--- src/rtl/hline_pkg.sv ---
// Shared constants and types for the horizontal gated obstacle bar.
// Latency: n/a (declarations only).
// Backpressure: n/a (no handshakes).
//
// Raster totals, bar x-extent, gap travel limits and the bounce FSM
// state encoding used by hline_gate and hline_motion_fsm.
package hline_pkg;

  // 640x480@60 timing: 800 pixel clocks per line, 525 lines per frame.
  localparam logic [9:0]  H_TOTAL    = 10'd800;
  localparam logic [9:0]  V_TOTAL    = 10'd525;

  // Bar spans X_LEFT < px < X_RIGHT, minus the gap.
  localparam logic [15:0] X_LEFT     = 16'd9;
  localparam logic [15:0] X_RIGHT    = 16'd631;
  localparam logic [15:0] GAP_MARGIN = 16'd16;

  // Gap travel limits; GAP_MIN >= GAP_MARGIN keeps gap_x-16 from wrapping.
  localparam logic [15:0] GAP_MIN    = 16'd32;
  localparam logic [15:0] GAP_MAX    = 16'd600;

  typedef enum logic [1:0] {
    IDLE  = 2'd0,
    RIGHT = 2'd1,
    LEFT  = 2'd2
  } motion_state_t;

  // Gap length in pixels from the 3-bit switch field: {sel, 5'b0}.
  function automatic logic [15:0] gap_len(input logic [2:0] sel);
    return {8'd0, sel, 5'd0};
  endfunction

endpackage

--- src/rtl/hline_motion_fsm.sv ---
// Bounce FSM and gap-position counter for the horizontal obstacle bar.
// Latency: gap_x/dir_right update one cycle after the frame strobe.
// Backpressure: none; acts only on the frame strobe, stop=0 freezes the gap.
//
// Ports:
//   clk, reset_n     pixel clock, asynchronous active-low reset
//   frame            one-cycle per-frame strobe; all updates gated by it
//   start_machine    IDLE -> RIGHT (ignored in other states)
//   load_counter     reload gap to START_X, state untouched (highest priority)
//   stop             1 = running, 0 = gap holds
//   gap_x            current left gap coordinate
//   dir_right        1 while in RIGHT
module hline_motion_fsm
  import hline_pkg::*;
#(
  parameter logic [15:0] START_X = 16'd320
) (
  input  logic        clk,
  input  logic        reset_n,
  input  logic        frame,
  input  logic        start_machine,
  input  logic        load_counter,
  input  logic        stop,
  output logic [15:0] gap_x,
  output logic        dir_right
);

  motion_state_t state_q, state_d;
  logic [15:0]   gap_q, gap_d;

  always_ff @(posedge clk or negedge reset_n) begin
    if (!reset_n) begin
      state_q <= IDLE;
      gap_q   <= START_X;
    end else begin
      state_q <= state_d;
      gap_q   <= gap_d;
    end
  end

  always_comb begin
    state_d = state_q;
    gap_d   = gap_q;
    if (frame) begin
      if (load_counter) begin
        // A reload repositions the gap but keeps the current direction.
        gap_d = START_X;
      end else begin
        case (state_q)
          IDLE:    if (start_machine)    state_d = RIGHT;
          RIGHT:   if (gap_q == GAP_MAX) state_d = LEFT;
          LEFT:    if (gap_q == GAP_MIN) state_d = RIGHT;
          default:                       state_d = IDLE;
        endcase
        // At a limit neither branch fires: the gap holds for the strobe on
        // which the direction flips, and moves away on the following one.
        if (stop) begin
          if (state_q == RIGHT && gap_q < GAP_MAX) begin
            gap_d = gap_q + 16'd1;
          end else if (state_q == LEFT && gap_q > GAP_MIN) begin
            gap_d = gap_q - 16'd1;
          end
        end
      end
    end
  end

  assign gap_x     = gap_q;
  assign dir_right = (state_q == RIGHT);

endmodule

--- src/rtl/hline_gate.sv ---
// Horizontal obstacle bar with a sliding gap for the VGA playfield.
// Latency: h_line/sha are registered, one cycle behind the internal raster.
// Backpressure: none; free-running raster, motion advances only on frame.
//
// Ports:
//   clk, reset_n     25 MHz pixel clock, asynchronous active-low reset
//   frame            per-frame strobe (pulsed in vertical blank)
//   start_machine    start gap motion (sampled on frame)
//   load_counter     reload gap to START_X (sampled on frame)
//   flash            blink phase applied to the frozen bar
//   stop             1 = running/solid, 0 = frozen/blinking
//   sw[6:4]          gap length = {sw, 5'b0}
//   h_line           visible bar pixel (blink gated)
//   sha              ungated bar pixel for shadow/collision
//   gap_x            current left gap coordinate
//   dir_right        1 while moving right
//
// Build option: define HLINE_FLASH_EN to blink the bar while frozen
// (h_line = sha & (stop | flash)); otherwise h_line = sha and flash is unused.
module hline_gate
  import hline_pkg::*;
#(
  parameter logic [15:0] BAR_Y0  = 16'd232,
  parameter logic [15:0] BAR_Y1  = 16'd240,
  parameter logic [15:0] START_X = 16'd320
) (
  input  logic        clk,
  input  logic        reset_n,
  input  logic        frame,
  input  logic        start_machine,
  input  logic        load_counter,
  input  logic        flash,
  input  logic        stop,
  input  logic [6:4]  sw,
  output logic        h_line,
  output logic        sha,
  output logic [15:0] gap_x,
  output logic        dir_right
);

  logic [9:0]  px_q, px_d;
  logic [9:0]  py_q, py_d;
  logic        sha_q, sha_d;
  logic        h_line_q, h_line_d;

  logic [15:0] px16, py16;
  logic [15:0] gap_lo, gap_hi;
  logic        in_rows, left_seg, right_seg;

  hline_motion_fsm #(
    .START_X (START_X)
  ) u_motion (
    .clk           (clk),
    .reset_n       (reset_n),
    .frame         (frame),
    .start_machine (start_machine),
    .load_counter  (load_counter),
    .stop          (stop),
    .gap_x         (gap_x),
    .dir_right     (dir_right)
  );

  // Free-running raster; py advances on each px wrap.
  always_comb begin
    px_d = px_q + 10'd1;
    py_d = py_q;
    if (px_q == H_TOTAL - 10'd1) begin
      px_d = 10'd0;
      py_d = (py_q == V_TOTAL - 10'd1) ? 10'd0 : py_q + 10'd1;
    end
  end

  // Geometry: the gap occupies (gap_x-16, gap_x+len); the 16-px margin on the
  // left is part of the opening, so the left segment stops at gap_x-16.
  always_comb begin
    px16      = {6'd0, px_q};
    py16      = {6'd0, py_q};
    gap_lo    = gap_x - GAP_MARGIN;
    gap_hi    = gap_x + gap_len(sw);
    in_rows   = (py16 >= BAR_Y0) && (py16 <= BAR_Y1);
    left_seg  = in_rows && (px16 > X_LEFT) && (px16 <= gap_lo);
    right_seg = in_rows && (px16 >= gap_hi) && (px16 < X_RIGHT);
    sha_d     = left_seg | right_seg;
  end

`ifdef HLINE_FLASH_EN
  assign h_line_d = sha_d & (stop | flash);
`else
  logic unused_flash;
  assign unused_flash = flash;
  assign h_line_d     = sha_d;
`endif

  always_ff @(posedge clk or negedge reset_n) begin
    if (!reset_n) begin
      px_q     <= 10'd0;
      py_q     <= 10'd0;
      sha_q    <= 1'b0;
      h_line_q <= 1'b0;
    end else begin
      px_q     <= px_d;
      py_q     <= py_d;
      sha_q    <= sha_d;
      h_line_q <= h_line_d;
    end
  end

  assign sha    = sha_q;
  assign h_line = h_line_q;

endmodule

--- config.mk ---
export PLATFORM = sky130hd
export DESIGN_NAME = hline_gate
export DESIGN_NICKNAME = d
export VERILOG_FILES = /design/src/rtl/hline_pkg.sv /design/src/rtl/hline_motion_fsm.sv /design/src/rtl/hline_gate.sv
export SDC_FILE = /design/constraint.sdc
export NUM_CORES = 1
export LEC_CHECK = 0
export ABC_AREA = 1
export CORE_MARGIN = 5
export CORE_UTILIZATION = 54
export CTS_CLUSTER_DIAMETER = 80
export CTS_CLUSTER_SIZE = 14
export DETAILED_ROUTE_END_ITERATION = 10
export GPL_ROUTABILITY_DRIVEN = 1
export PLACE_DENSITY = 0.77
export SYNTH_ARGS = -nofsm -noshare
export SYNTH_HDL_FRONTEND = slang
export SYNTH_SLANG_ARGS = --single-unit
--- constraint.sdc ---
create_clock -name clk -period 2.8 [get_ports clk]
set_input_delay 0.42 -clock clk [delete_from_list [all_inputs] [get_ports clk]]
set_output_delay 0.42 -clock clk [all_outputs]
set_load 0.01 [all_outputs]
==> flow_summary.yaml <==
job:
  cap_violations: 0
grt:
  grt_pass1_vias: 3734
  grt_max_degree: 40
  globalRouteOverflowTotal: 0
  grt_antenna_before_repair: 0
  grt_util_all_layers: 0.225
  grt_first_pass_wirelength_mm: 16.5
synth:
  synth_simple_gate_area_share: 0.400
  synth_sequential_area_ratio: 0.247
  synth_top_family_by_area: "simple AND/OR/NAND/NOR gates"
  post_synth_top_cells: "sky130_fd_sc_hd__nand2_1, sky130_fd_sc_hd__inv_1, sky130_fd_sc_hd__nor2_1"
  synth-seq-cells: 39
  synth_fa_ha_area_frac: 0.143
  synth.most_common_cell: "sky130_fd_sc_hd__nand2_1"
  ys.flop_type: "sky130_fd_sc_hd__dfrtp_1"
  synth-compound-area-share: 0.0809
  synth_xor_area_frac: 0.0265
  yosys-mux-area-fraction: 0
  synth_area_leader_cell: "sky130_fd_sc_hd__dfrtp_1"
  yosys-top-cells-area: "sky130_fd_sc_hd__dfrtp_1, sky130_fd_sc_hd__nand2_1, sky130_fd_sc_hd__ha_1"
  postSynthNetCount: 658
  post-synth-top-area-fraction: 0.234
  synth_edf_count: 0
  syn_area_mm2: 0.00396
  ys.warnings.count: 0
  postSynth.asyncResetShare: 1.00
  count_of_mapped_cells_out_of_synthesis: 604
  yosys.cell_types.count: 37
  synthesis.area_per_instance_um2: 6.56
drt:
  wl_per_cell_um: 13.0
  drt_iter0_drc: 175
  detailroute.wirelength.met3_um: 407
  drt_pre_antenna_iters: 4
  detail-route-antenna-nets: 0
  total_wire_length_mm: 9.70
  met1Wirelength_mm: 4.56
  routed-wl-met2_mm: 4.57
  via_per_inst: 5.28
  route.top_layer_used: "met4"
  drc_errors: 0
  via_count: 3952
finish:
  antenna_cells_inserted: 0
  post_route_design_area_mm2: 0.00454
  final_layout_size_suffix_gt1_frac: 0.0786
  nNetsFinal: 702
  n_fill_cell: 711
  layout.core_utilization: 0.629
  synthToLayoutAreaGrowth_pct: 14.5
timing:
  setup_repair_after_global_routing_missed_its_margin: "false"
  timing.clock.skew_ns: 0.0103
  slew_viol_final: 0
  sum_of_negative_setup_slack_ns: 0
  hold-worst-slack_ns: 0.222
  setup_viol: 0
  hold_violations: 0
  post-route-min-period_ns: 2.61
  least_margin_pin_slew_ns: 0.849
  timing.max_slew.rel_slack: 0.434
  max_freq_ghz: 0.383
  layout_worst_path_cycle_share: 0.933
clock_tree:
  cts.htree.levels: 2
  cts-hold-fix-buffers: 0
  cts-buffers-inserted: 5
  post_cts_buffers: 0
  clk_root_buffer_cell: "sky130_fd_sc_hd__clkbuf_8"
  clock_latency_at_the_later_pin_of_the_worst_skew_pair_ns: 0.29
  clkTransAtPathRegs_ns: 0.08
  post_cts.resized_instances: 0
  cts_tree: "yes"
  cts-root-to-sink-buffers: 2
  clock-sinks: 39
floorplanning:
  chipWidth_um: 95.6
  dieHeight_um: 95.6
  initial_utilization: 0.549
  coreArea_mm2: 0.00721
  area_enclosed_by_the_die_boundary_mm2: 0.00915
  ioPinCount: 29
  placementRows: 31
critical_path:
  end_kind: "flip-flop"
  critical_path.slowest_cell: "sky130_fd_sc_hd__dfstp_2"
  criticalPathCategory: "flip-flop to flip-flop"
  cp.buffers_inverters: 2
  crit_path_max_fanout: 10
  worstPathCellList: "inv_1 -> nand3_2 -> a21o_1 -> nand2_2 -> buf_4 -> ha_1 -> or2_2 -> and2_1 -> nand2_1 -> nand2_1 -> nand2_1 -> nand3_1 -> nand2_1 -> nand3_1 -> nand2_1"
  arrival_ns: 2.84
  critical-path-top-cell-by-count: "sky130_fd_sc_hd__nand2_1"
  worst-endpoint-required_ns: 3.03
  cp_top_family: "simple AND/OR/NAND/NOR gates"
  critical-path-max-stage-delay_ns: 0.62
  timing.critical_path.from_type: "flip-flop"
min_path:
  worst_min_path_class: "input port to async pin"
placed_design:
  place.gp.congestion: 0.914
  number_of_i_o_port_buffers: 27
  place_hpwl_mm: 7.94
  dpl_cell_area_mm2: 0.00440
run_status:
  status: "complete, no violations"
power_and_ir_drop:
  powerDensity_mw_per_mm2: 1280
  power_mw: 5.82
  leak_nw: 2.46
  ir_drop_uv: 912
[flip-flops by register name (all words and copies together) (netlist names)]
name	cells
u_motion.state_q	2
u_motion.gap_x	16
py_q	10
px_q	10
h_line	1
[worst paths after layout]
path,depth (start not counted),slack (ns),endpoint,startpoint
worst min-delay path,1,0.22,px_q[7],reset_n
min in group clk,2,0.51,u_motion.gap_x[6],u_motion.gap_x[6]
worst max register to register,15,0.19,u_motion.gap_x[15],u_motion.gap_x[8]
worst max-delay path,15,0.19,u_motion.gap_x[15],u_motion.gap_x[8]
worst min register to register,2,0.51,u_motion.gap_x[6],u_motion.gap_x[6]
max in group asynchronous,1,1.98,u_motion.gap_x[7],reset_n
[area by class of cell]
class	instances	area, um^2	area share
multi-input combinational	473	2580	0.569
sequential	39	980	0.216
timing repair buffer	46	408	0.0899
inverter	83	312	0.0687
tap	99	124	0.0273
clock buffer	6	72.6	0.0160
clock inverter	2	60.1	0.0132
[where the power goes]
group | total [mW] | internal (mW) | switching [mW]
Sequential | 0.832 | 0.685 | 0.146
Combinational | 4.44 | 1.74 | 2.70
Clock | 0.550 | 0.356 | 0.193
Total | 5.82 | 2.78 | 3.04
[cell usage in the layout, fill, tap and decap left out, types with 5 or more instances in the layout]
cell type,Yosys,routed
sky130_fd_sc_hd__nor3_1,10,10
sky130_fd_sc_hd__dfrtp_1,37,36
sky130_fd_sc_hd__nand2_1,176,176
sky130_fd_sc_hd__clkdlybuf4s50_1,0,26
sky130_fd_sc_hd__buf_4,2,19
sky130_fd_sc_hd__nand3_1,58,58
sky130_fd_sc_hd__o21ai_0,23,22
sky130_fd_sc_hd__inv_1,83,83
sky130_fd_sc_hd__nor2_1,72,71
sky130_fd_sc_hd__a21oi_1,29,28
sky130_fd_sc_hd__ha_1,42,42
sky130_fd_sc_hd__nand4_1,10,10
sky130_fd_sc_hd__clkbuf_8,1,5
sky130_fd_sc_hd__nand2_2,6,6
sky130_fd_sc_hd__xor2_1,8,8
[metal layers]
metal | vias to the layer above | track usage
met5 | - | 0
met4 | 0 | 0.0604
met3 | 18 | 0.0268
met2 | 104 | 0.379
met1 | 1806 | 0.305
li1 | 2024 | -
[stage by stage]
step | std cells | setup WS, ns
CTS | 748 | 0.197
global route | 748 | 0.00542
detailed placement | 740 | 0.0603
finish | 748 | 0.188
floorplan | 604 | 0.0945
global placement | 740 | 0.135
[logic make-up after synthesis]
family,after synthesis
simple gates,357
buf+inv,92
compound gates,60
fa+ha+maj,44
flops,39
xor+xnor,12
[worst reg2reg max path, delay by kind of cell, from the launching register on]
family	cells	cell delay, ns
AO/OA/AOI/OAI	1	0.10
buffers and inverters	2	0.29
adder cells (fa/ha/maj)	1	0.32
AND/OR/NAND/NOR	11	1.21
flip-flops	1	0.62
No activity file was read; power rests on OpenSTA's default activity.
